`src/rtl/uart_axi_txn_sequencer.sv`:
```
// uart_axi_txn_sequencer: turns one parsed UART frame into N single-beat
// AXI4-Lite writes or reads (optional address auto-increment), then hands a
// status/count summary to the response builder and releases the frame.
// Optional watchdog: define UART_AXI_TXN_TIMEOUT_EN to abort a stalled beat
// after TIMEOUT_CYCLES cycles with status 0x03.
module uart_axi_txn_sequencer #(
  parameter int ADDR_WIDTH     = 32,
  parameter int DATA_WIDTH     = 32,
  parameter int MAX_WORDS      = 16,
  parameter int TIMEOUT_CYCLES = 1024
) (
  input  logic                  clk,
  input  logic                  rst_n,
  input  logic                  frame_valid,
  input  logic [7:0]            frame_cmd,
  input  logic [ADDR_WIDTH-1:0] frame_addr,
  output logic                  frame_consumed,
  output logic [3:0]            data_idx,
  input  logic [DATA_WIDTH-1:0] wr_data,
  output logic [DATA_WIDTH-1:0] rd_data,
  output logic                  rd_we,
  output logic                  resp_valid,
  input  logic                  resp_ready,
  output logic [7:0]            resp_status,
  output logic [4:0]            resp_count,
  output logic                  busy,
  output logic [ADDR_WIDTH-1:0] axi_awaddr,
  output logic                  axi_awvalid,
  input  logic                  axi_awready,
  output logic [DATA_WIDTH-1:0] axi_wdata,
  output logic                  axi_wvalid,
  input  logic                  axi_wready,
  input  logic [1:0]            axi_bresp,
  input  logic                  axi_bvalid,
  output logic                  axi_bready,
  output logic [ADDR_WIDTH-1:0] axi_araddr,
  output logic                  axi_arvalid,
  input  logic                  axi_arready,
  input  logic [DATA_WIDTH-1:0] axi_rdata,
  input  logic [1:0]            axi_rresp,
  input  logic                  axi_rvalid,
  output logic                  axi_rready
);
  localparam int STEP = DATA_WIDTH / 8;

  typedef enum logic [2:0] {IDLE, W_ISSUE, W_RESP, R_ISSUE, R_DATA, RESP} state_t;
  state_t state, state_d;

  logic [ADDR_WIDTH-1:0] addr;
  logic                  fixed;
  logic [4:0]            len, len_req, count;
  logic [3:0]            idx, rd_tag;
  logic [7:0]            status;
  logic                  misaligned, w_iss_done, beat_ok, last, adv_w;
  logic                  timeout, to_go;

  // cmd[5:4] carry no meaning for this block
  logic unused_cmd_bits;
  assign unused_cmd_bits = ^frame_cmd[5:4];

  assign misaligned = (frame_addr % ADDR_WIDTH'(STEP)) != '0;
  assign w_iss_done = (!axi_awvalid || axi_awready) && (!axi_wvalid || axi_wready);
  assign beat_ok    = (state == R_DATA) ? (axi_rresp == 2'b00) : (axi_bresp == 2'b00);
  assign last       = (count + 5'd1) == len;
  // Next write word is fetched during the B handshake so wdata loads on entry.
  assign adv_w      = (state == W_RESP) && axi_bvalid && beat_ok && !last;

  assign axi_awaddr  = addr;
  assign axi_araddr  = addr;
  assign resp_status = status;
  assign resp_count  = count;
  assign data_idx    = rd_we ? rd_tag : (adv_w ? idx + 4'd1 : idx);

  // requested length, clamped to MAX_WORDS
  always_comb begin
    len_req = {1'b0, frame_cmd[3:0]} + 5'd1;
    if (len_req > 5'(MAX_WORDS)) len_req = 5'(MAX_WORDS);
  end

`ifdef UART_AXI_TXN_TIMEOUT_EN
  localparam int TW = $clog2(TIMEOUT_CYCLES + 1);
  logic [TW-1:0] tcnt;
  logic          in_axi;
  assign in_axi  = (state == W_ISSUE) || (state == W_RESP) || (state == R_ISSUE) || (state == R_DATA);
  assign timeout = in_axi && (tcnt == TW'(TIMEOUT_CYCLES - 1));

  // watchdog: counts cycles spent in one AXI state, restarts on any state change
  always_ff @(posedge clk or negedge rst_n) begin
    if (!rst_n)                          tcnt <= '0;
    else if (!in_axi || state_d != state) tcnt <= '0;
    else                                 tcnt <= tcnt + 1'b1;
  end
`else
  // watchdog not built: never fires
  assign timeout = (TIMEOUT_CYCLES < 0);
`endif

  // state register
  always_ff @(posedge clk or negedge rst_n) begin
    if (!rst_n) state <= IDLE;
    else        state <= state_d;
  end

  // next state; a stalled beat is aborted only when no progress happens
  always_comb begin
    state_d = state;
    to_go   = 1'b0;
    case (state)
      IDLE:    if (frame_valid) state_d = misaligned ? RESP : (frame_cmd[7] ? R_ISSUE : W_ISSUE);
      W_ISSUE: if (w_iss_done)  state_d = W_RESP;
      W_RESP:  if (axi_bvalid)  state_d = (beat_ok && !last) ? W_ISSUE : RESP;
      R_ISSUE: if (axi_arready) state_d = R_DATA;
      R_DATA:  if (axi_rvalid)  state_d = (beat_ok && !last) ? R_ISSUE : RESP;
      RESP:    if (resp_ready)  state_d = IDLE;
      default: state_d = IDLE;
    endcase
    if (timeout && state_d == state) begin
      state_d = RESP;
      to_go   = 1'b1;
    end
  end

  // datapath and registered handshake outputs
  always_ff @(posedge clk or negedge rst_n) begin
    if (!rst_n) begin
      addr <= '0; fixed <= 1'b0; len <= '0; count <= '0; idx <= '0; rd_tag <= '0;
      status <= '0; busy <= 1'b0; resp_valid <= 1'b0; frame_consumed <= 1'b0;
      rd_we <= 1'b0; rd_data <= '0; axi_wdata <= '0;
      axi_awvalid <= 1'b0; axi_wvalid <= 1'b0; axi_bready <= 1'b0;
      axi_arvalid <= 1'b0; axi_rready <= 1'b0;
    end else begin
      rd_we          <= 1'b0;
      frame_consumed <= 1'b0;
      if (to_go) begin
        axi_awvalid <= 1'b0; axi_wvalid <= 1'b0; axi_bready <= 1'b0;
        axi_arvalid <= 1'b0; axi_rready <= 1'b0;
        status      <= 8'h03;
        resp_valid  <= 1'b1;
      end else begin
        case (state)
          IDLE: if (frame_valid) begin
            fixed  <= frame_cmd[6];
            addr   <= frame_addr;
            len    <= len_req;
            idx    <= '0;
            count  <= '0;
            status <= 8'h00;
            busy   <= 1'b1;
            if (misaligned) begin
              status     <= 8'h02;
              resp_valid <= 1'b1;
            end else if (frame_cmd[7]) begin
              axi_arvalid <= 1'b1;
            end else begin
              axi_awvalid <= 1'b1;
              axi_wvalid  <= 1'b1;
              axi_wdata   <= wr_data;
            end
          end
          W_ISSUE: begin
            if (axi_awready) axi_awvalid <= 1'b0;
            if (axi_wready)  axi_wvalid  <= 1'b0;
            if (w_iss_done)  axi_bready  <= 1'b1;
          end
          W_RESP: if (axi_bvalid) begin
            axi_bready <= 1'b0;
            if (!beat_ok) begin
              status     <= 8'h01;
              resp_valid <= 1'b1;
            end else begin
              count <= count + 5'd1;
              if (last) resp_valid <= 1'b1;
              else begin
                idx         <= idx + 4'd1;
                addr        <= fixed ? addr : addr + ADDR_WIDTH'(STEP);
                axi_awvalid <= 1'b1;
                axi_wvalid  <= 1'b1;
                axi_wdata   <= wr_data;
              end
            end
          end
          R_ISSUE: if (axi_arready) begin
            axi_arvalid <= 1'b0;
            axi_rready  <= 1'b1;
          end
          R_DATA: if (axi_rvalid) begin
            axi_rready <= 1'b0;
            if (!beat_ok) begin
              status     <= 8'h01;
              resp_valid <= 1'b1;
            end else begin
              rd_we   <= 1'b1;
              rd_data <= axi_rdata;
              rd_tag  <= idx;
              count   <= count + 5'd1;
              if (last) resp_valid <= 1'b1;
              else begin
                idx         <= idx + 4'd1;
                addr        <= fixed ? addr : addr + ADDR_WIDTH'(STEP);
                axi_arvalid <= 1'b1;
              end
            end
          end
          RESP: if (resp_ready) begin
            resp_valid     <= 1'b0;
            busy           <= 1'b0;
            frame_consumed <= 1'b1;
            idx            <= '0;
          end
          default: ;
        endcase
      end
    end
  end
endmodule

```
`config.mk`:
```
export PLATFORM = sky130hd
export DESIGN_NAME = uart_axi_txn_sequencer
export DESIGN_NICKNAME = d
export VERILOG_FILES = /design/src/rtl/uart_axi_txn_sequencer.sv
export SDC_FILE = /design/constraint.sdc
export NUM_CORES = 1
export LEC_CHECK = 0
export ABC_AREA = 1
export ABC_CLOCK_PERIOD_IN_PS = 3610
export BUFFER_PORTS_ARGS = -buffer_cell sky130_fd_sc_hd__buf_2
export CAP_MARGIN = 5
export CORE_ASPECT_RATIO = 0.9
export CORE_MARGIN = 2
export CORE_UTILIZATION = 40
export CTS_CLUSTER_SIZE = 40
export DETAILED_ROUTE_END_ITERATION = 8
export PLACE_DENSITY = 0.67
export SYNTH_ARGS = -nofsm -noshare
export SYNTH_HDL_FRONTEND = slang
export SYNTH_SLANG_ARGS = --single-unit
```
`constraint.sdc`:
```
create_clock -name clk -period 3.61 [get_ports clk]
set_input_delay 0.361 -clock clk [delete_from_list [all_inputs] [get_ports clk]]
set_output_delay 0.361 -clock clk [all_outputs]
set_load 0.005 [all_outputs]
```
==> flow_summary.ini, run 1 <==
[timing]
post-route-min-period_ns = 2.82
final-max-slew-violation-count = 0
fin_tns_setup_ns = 0
finClkSkew_ns = 0.00811
relSlewSlack = 0.428
finalHoldViolCount = 5
post-route-period-util = 0.782
setup_violations = 0
worst_hold_slack_ns = -0.0196
rsz0062_at_grt = false
fmax_ghz = 0.354
tightest_slew_ns = 0.855

[critical_path]
reg2reg_slack_ns = 0.93
rr_worst_depth = 10
cp_data_arrival_time_ns = 2.46
r2r-end = axi_araddr[21]$_DFFE_PN0P_
crit_fanout = 8
worstSetupStartpointType = register
crit_top_cell = nand2_1
cp_cell_sequence = ha_1 -> inv_1 -> nand2_1 -> nand2_1 -> nor2_1 -> nand3_1 -> nor2_2 -> nand3_2 -> nand2_1 -> nand2_1 -> nand3_1 -> nand2_1 -> buf_2
path_class = register to output pin
critPathRequiredTime_ns = 3.25
reg2reg_from = state[1]$_DFFE_PN0P_
cp-end-kind = output pin
cpPeakStageDelay_ns = 0.44
cp_slowest_cell = dfrtp_1

[power]
p_total_mw = 7.84
power_leakage_nw = 5.08
powerDensity_mw_per_mm2 = 864
ir_drop_v = 0.000519

[floorplan]
start_util = 0.410
die_area_mm2 = 0.0193
io_pins = 271
core.rowCount = 46
dieHeight_um = 132
chipWidth_um = 146
coreArea_mm2 = 0.0177

[route]
routed_via_density = 4.86
vias = 7198
drc_errors = 0
wirelength_um = 20600
firstDrtPassIters = 5
ant_nets = 0
avgRoutedWirePerCell_um = 13.9
drt_first_iter_violations = 450

[placement]
hpwl_um = 14600
portBuffers = 262
place_congestion = 0.905

[global_routing]
track_usage = 0.212
grt_pass1_vias = 6572
antenna_found_initial = 0
grt_max_degree = 81
gr-total-overflow = 0
grt_pass1_wl_um = 33500

[synth]
ys_types = 39
synth-seq-cells = 129
syn_area_mm2 = 0.00726
yosysWarnings = 0
synth_seq_area_share = 0.445
synth_area_per_cell_um2 = 7.19
syn_inst = 1010

[finish]
final.fill_count = 1826
final_cell_mix = 472 x nand2_1, 261 x buf_2, 129 x dfrtp_1
seqCellArea_mm2 = 0.00323
multi_input_area_mm2 = 0.00336
n_antenna_cell = 0
syn2layout_area_growth_pct = 25.0
layout_commonest_cell = nand2_1
nNetsFinal = 1349
layout-drive-gt1-share = 0.261

[clock_network]
clockBufferDepth = 2
cts_tree = yes
postCtsHoldBufs = 0
cts_made_buffers = 17
cts_num_sinks = 129
h-tree-depth = 4
post_cts_buffers = 0
cts-resized-gates = 0
clock-root-buffer = clkbuf_16
clk_pin_slew_ns = 0.06
clkLatencyLatePin_ns = 0.42

[run_status]
status = complete, but fails checks
violations = negative hold slack

[hold_path]
hold_class = primary input to async pin

[flow_run]
max-cap-violations = 0
==> synth_stat cells (all sizes together) <==
cell type / count / area, um^2
a21o: 1 / 7.51
a21oi: 6 / 45.1
a31oi: 1 / 6.26
buf: 60 / 425
clkbuf: 16 / 60.1
conb: 1 / 3.75
dfrtp: 129 / 3230
ha: 4 / 50.1
inv: 56 / 210
nand2: 475 / 1800
nand3: 64 / 338
nand3b: 10 / 75.1
nand4: 59 / 375
nor2: 73 / 287
nor3: 4 / 31.3
o211ai: 1 / 7.51
o21a: 1 / 7.51
o21ai: 26 / 130
o21bai: 3 / 22.5
o22ai: 6 / 37.5
o31ai: 1 / 7.51
or2: 1 / 6.26
xnor2: 4 / 35.0
xor2: 8 / 70.1
==> critical path, delay by kind of cell, from the launching register on <==
family | cells | cell delay [ns]
and+or+nand+nor | 10 | 1.09
adders and majority gates | 1 | 0.32
buffers and inverters | 2 | 0.18
DFF | 1 | 0.44
==> per-layer routing <==
metal  GRT usage  vias up  routed length (um)
met5           0        -                   0
met4      0.0458        0                 184
met3      0.0467       15                1440
met2       0.345      266                9510
met1       0.293     3275                9450
li1            -     3642                   -
==> worst max path at each step <==
stage / from / to / slack, ns / depth (start not counted)
after floorplan: resp_count[0]$_DFFE_PN0P_ / data_idx[2] / 1.63 / 12
after global placement: state[1]$_DFFE_PN0P_ / axi_araddr[31]$_DFFE_PN0P_ / 0.97 / 10
after detailed placement: state[1]$_DFFE_PN0P_ / axi_araddr[22]$_DFFE_PN0P_ / 0.93 / 10
after CTS: resp_count[0]$_DFFE_PN0P_ / data_idx[3] / 0.77 / 13
after global routing: state[1]$_DFFE_PN0P_ / data_idx[0] / 0.61 / 12
final: resp_count[0]$_DFFE_PN0P_ / data_idx[3] / 0.79 / 13
==> power breakdown <==
| part | total (mW) | switching [mW] | internal (mW) |
|---|---|---|---|
| Clock | 1.78 | 0.722 | 1.06 |
| Combinational | 3.44 | 2.13 | 1.31 |
| Sequential | 2.62 | 0.558 | 2.06 |
| Total | 7.84 | 3.41 | 4.43 |
==> cell families (layout without fill, tap and decap cells) <==
family	count (synthesis)	in the layout	share of synthesized area
and+or+nand+nor	686	686	0.400
buffers and inverters	132	358	0.0958
DFF	129	129	0.445
AOI/OAI and AO/OA	46	46	0.0374
xor gates and xnor gates	12	12	0.0145
adders and majority gates	4	4	0.00689
other	1	6	0.000516
==> registers in the layout, summed over array words and instances, names as in the netlist, 2 cells and up <==
register,cells
axi_araddr,32
axi_wdata,32
rd_data,32
len,5
resp_count,5
idx,4
rd_tag,4
state,3
resp_status,2
==> metrics by stage <==
step / worst slack [ns] / hold slack [ns] / area, um^2 / std cells / utilization
final: 0.788 / -0.0196 / 9080 / 1481 / 0.512
after global routing: 0.606 / 0.0469 / 9080 / 1481 / 0.512
after CTS: 0.768 / 0.0229 / 9080 / 1481 / 0.512
after detailed placement: 0.933 / 0.454 / 8470 / 1449 / 0.478
after global placement: 0.967 / 0.450 / 8470 / 1449 / 0.478
after floorplan: 1.63 / 0.0654 / 7280 / 1015 / -
==> cell type report <==
type,count,share of cell area
inverters,56,0.0232
clock buffers,18,0.0484
repair buffers,270,0.152
multi-input cells,754,0.370
flip-flops and latches,129,0.356
well taps,240,0.0331
clock inverters,14,0.0183
Note: power is estimated with default switching activity, not from simulation.
==> run 2, diff against run 1 <==
--- a/config.mk
+++ b/config.mk
@@ -6,7 +6,7 @@
 export NUM_CORES = 1
 export LEC_CHECK = 0
 export ABC_AREA = 1
-export ABC_CLOCK_PERIOD_IN_PS = 3610
+export ABC_CLOCK_PERIOD_IN_PS = 2500
 export BUFFER_PORTS_ARGS = -buffer_cell sky130_fd_sc_hd__buf_2
 export CAP_MARGIN = 5
 export CORE_ASPECT_RATIO = 0.9
@@ -14,7 +14,7 @@
 export CORE_UTILIZATION = 40
 export CTS_CLUSTER_SIZE = 40
 export DETAILED_ROUTE_END_ITERATION = 8
-export PLACE_DENSITY = 0.67
+export PLACE_DENSITY = 0.7
 export SYNTH_ARGS = -nofsm -noshare
 export SYNTH_HDL_FRONTEND = slang
 export SYNTH_SLANG_ARGS = --single-unit
==> constraint.sdc (replaced) <==
create_clock -name clk -period 2.5 [get_ports clk]
set_input_delay 0.25 -clock clk [delete_from_list [all_inputs] [get_ports clk]]
set_output_delay 0.25 -clock clk [all_outputs]
set_load 0.005 [all_outputs]
==> run 2 against run 1 <==
  * The flow now finishes without violations
  * Die area did not move
  * Sequential share of layout area decreased by 0.64 points
  * Via count is 2.6% higher
  * Combinational power up 51%
  * Clock power grew 33%
  * Setup slack got worse by 0.69 ns
  * Worst hold slack gained 0.049 ns
  * First-iteration DRC count down 1.8%
  * Critical path depth did not move
==> flow_summary.ini, run 2 (same netlist as run 1, synthesis figures left out) <==
[global_routing]
track_usage = 0.215
antenna_found_initial = 0
grt_pass1_vias = 6748
gr-total-overflow = 0
grt_max_degree = 45
grt_pass1_wl_um = 34000

[power]
powerDensity_mw_per_mm2 = 1230
ir_drop_v = 0.000582
power_leakage_nw = 5.15
p_total_mw = 11.4

[route]
drc_errors = 0
firstDrtPassIters = 5
wirelength_um = 20500
drt_first_iter_violations = 442
routed_via_density = 4.92
ant_nets = 0
avgRoutedWirePerCell_um = 13.6
vias = 7382

[placement]
place_inst = 1463
hpwl_um = 14900
place_congestion = 0.947
post-place-ws_ns = 0.221
portBuffers = 262
postPlaceCellArea_mm2 = 0.00860

[critical_path]
path_class = register to output pin
cp-end-kind = output pin
cp_data_arrival_time_ns = 2.16
crit_fanout = 6
crit_family = simple AND/OR/NAND/NOR gates
cp_cell_sequence = ha_4 -> inv_2 -> nand2_1 -> nand2_1 -> nor2_1 -> nand3_1 -> nor2_4 -> nand3_4 -> nand2_4 -> nand2_1 -> nand3_1 -> nand2_1 -> buf_2
critPathRequiredTime_ns = 2.25
path_buf_inv = 2
cpPeakStageDelay_ns = 0.44
crit_top_cell = nand2_1
cp_slowest_cell = dfrtp_2
worstSetupStartpointType = register

[timing]
relSlewSlack = 0.525
fin_ws_ns = 0.0937
rsz0062_at_grt = true
worst_hold_slack_ns = 0.0292
post-route-period-util = 0.963
post-route-min-period_ns = 2.41
finClkSkew_ns = 0.0105
final-max-slew-violation-count = 0
setup_violations = 0
finalHoldViolCount = 0
fmax_ghz = 0.416
fin_tns_setup_ns = 0
tightest_slew_ns = 0.712

[clock_network]
clockBufferDepth = 2
h-tree-depth = 4
clkLatencyLatePin_ns = 0.41
cts_tree = yes
clk_pin_slew_ns = 0.06
clock-root-buffer = clkbuf_16
cts_made_buffers = 17
cts_num_sinks = 129

[finish]
syn2layout_area_growth_pct = 27.4
final_cells = 1500
layout_commonest_cell = nand2_1
final_cell_mix = 470 x nand2_1, 261 x buf_2, 127 x dfrtp_1
final_util = 0.522
nNetsFinal = 1368
post-route-cell-area_mm2 = 0.00925
layout-drive-gt1-share = 0.276
n_antenna_cell = 0

[floorplan]
coreArea_mm2 = 0.0177
die_area_mm2 = 0.0193
core.rowCount = 46
io_pins = 271
dieHeight_um = 132
chipWidth_um = 146
start_util = 0.410

[run_status]
status = complete, no violations

[hold_path]
hold_class = primary input to register

[flow_run]
max-cap-violations = 0
run 2: worst register-to-register path, stage by stage, from the launching register on:
cell	delay [ns]
dfrtp_2	0.44
ha_4	0.28
inv_2	0.03
nand2_1	0.04
nand2_1	0.05
nor2_1	0.09
nand3_1	0.12
nor2_4	0.13
buf_4	0.14
nand4_1	0.23
nand3_4	0.38
nand2_1	0.12
nand2_1	0.07
run 2: worst paths after layout:
check / start / end / slack [ns] / cells after the start
setup / recovery: resp_count[1]$_DFFE_PN0P_ / data_idx[1] / 0.09 / 13
hold / removal: axi_rdata[11] / rd_data[11]$_DFFE_PN0P_ / 0.03 / 3
setup reg to reg: resp_count[1]$_DFFE_PN0P_ / axi_wdata[25]$_DFFE_PN0P_ / 0.32 / 12
hold reg to reg: axi_wdata[7]$_DFFE_PN0P_ / axi_wdata[7]$_DFFE_PN0P_ / 0.46 / 2
max in group asynchronous: rst_n / axi_wdata[25]$_DFFE_PN0P_ / 1.51 / 3
min in group asynchronous: rst_n / resp_count[0]$_DFFE_PN0P_ / 0.28 / 2
run 2: timing repair:
action,in CTS,in global routing
pin swaps,1,10
buffers inserted,3,1
endpoints found under the hold margin,28,0
hold buffers,1,0
resized for setup,5,7
endpoints found under the setup margin,4,4
run 2: layer usage:
| metal | share of wire | routed length [um] | track usage | vias up |
|---|---|---|---|---|
| li1 | - | - | - | 3676 |
| met1 | 0.46 | 9430 | 0.298 | 3409 |
| met2 | 0.46 | 9370 | 0.345 | 272 |
| met3 | 0.064 | 1310 | 0.0394 | 25 |
| met4 | 0.017 | 341 | 0.0626 | 0 |
| met5 | 0 | 0 | 0 | - |
run 2: area by class of cell:
cell class,instances,area (um^2)
clock inverters,14,131
inverters,56,213
well taps,240,300
fillers,1800,8480
multi-input cells,754,3400
flip-flops and latches,129,3230
repair buffers,289,1550
clock buffers,18,429
run 2: power breakdown:
part           internal (mW)  switching [mW]  total (mW)
sequential              2.98           0.810        3.79
combinational           2.09            3.11        5.20
clock                   1.38           0.978        2.36
total                   6.45            4.90        11.4
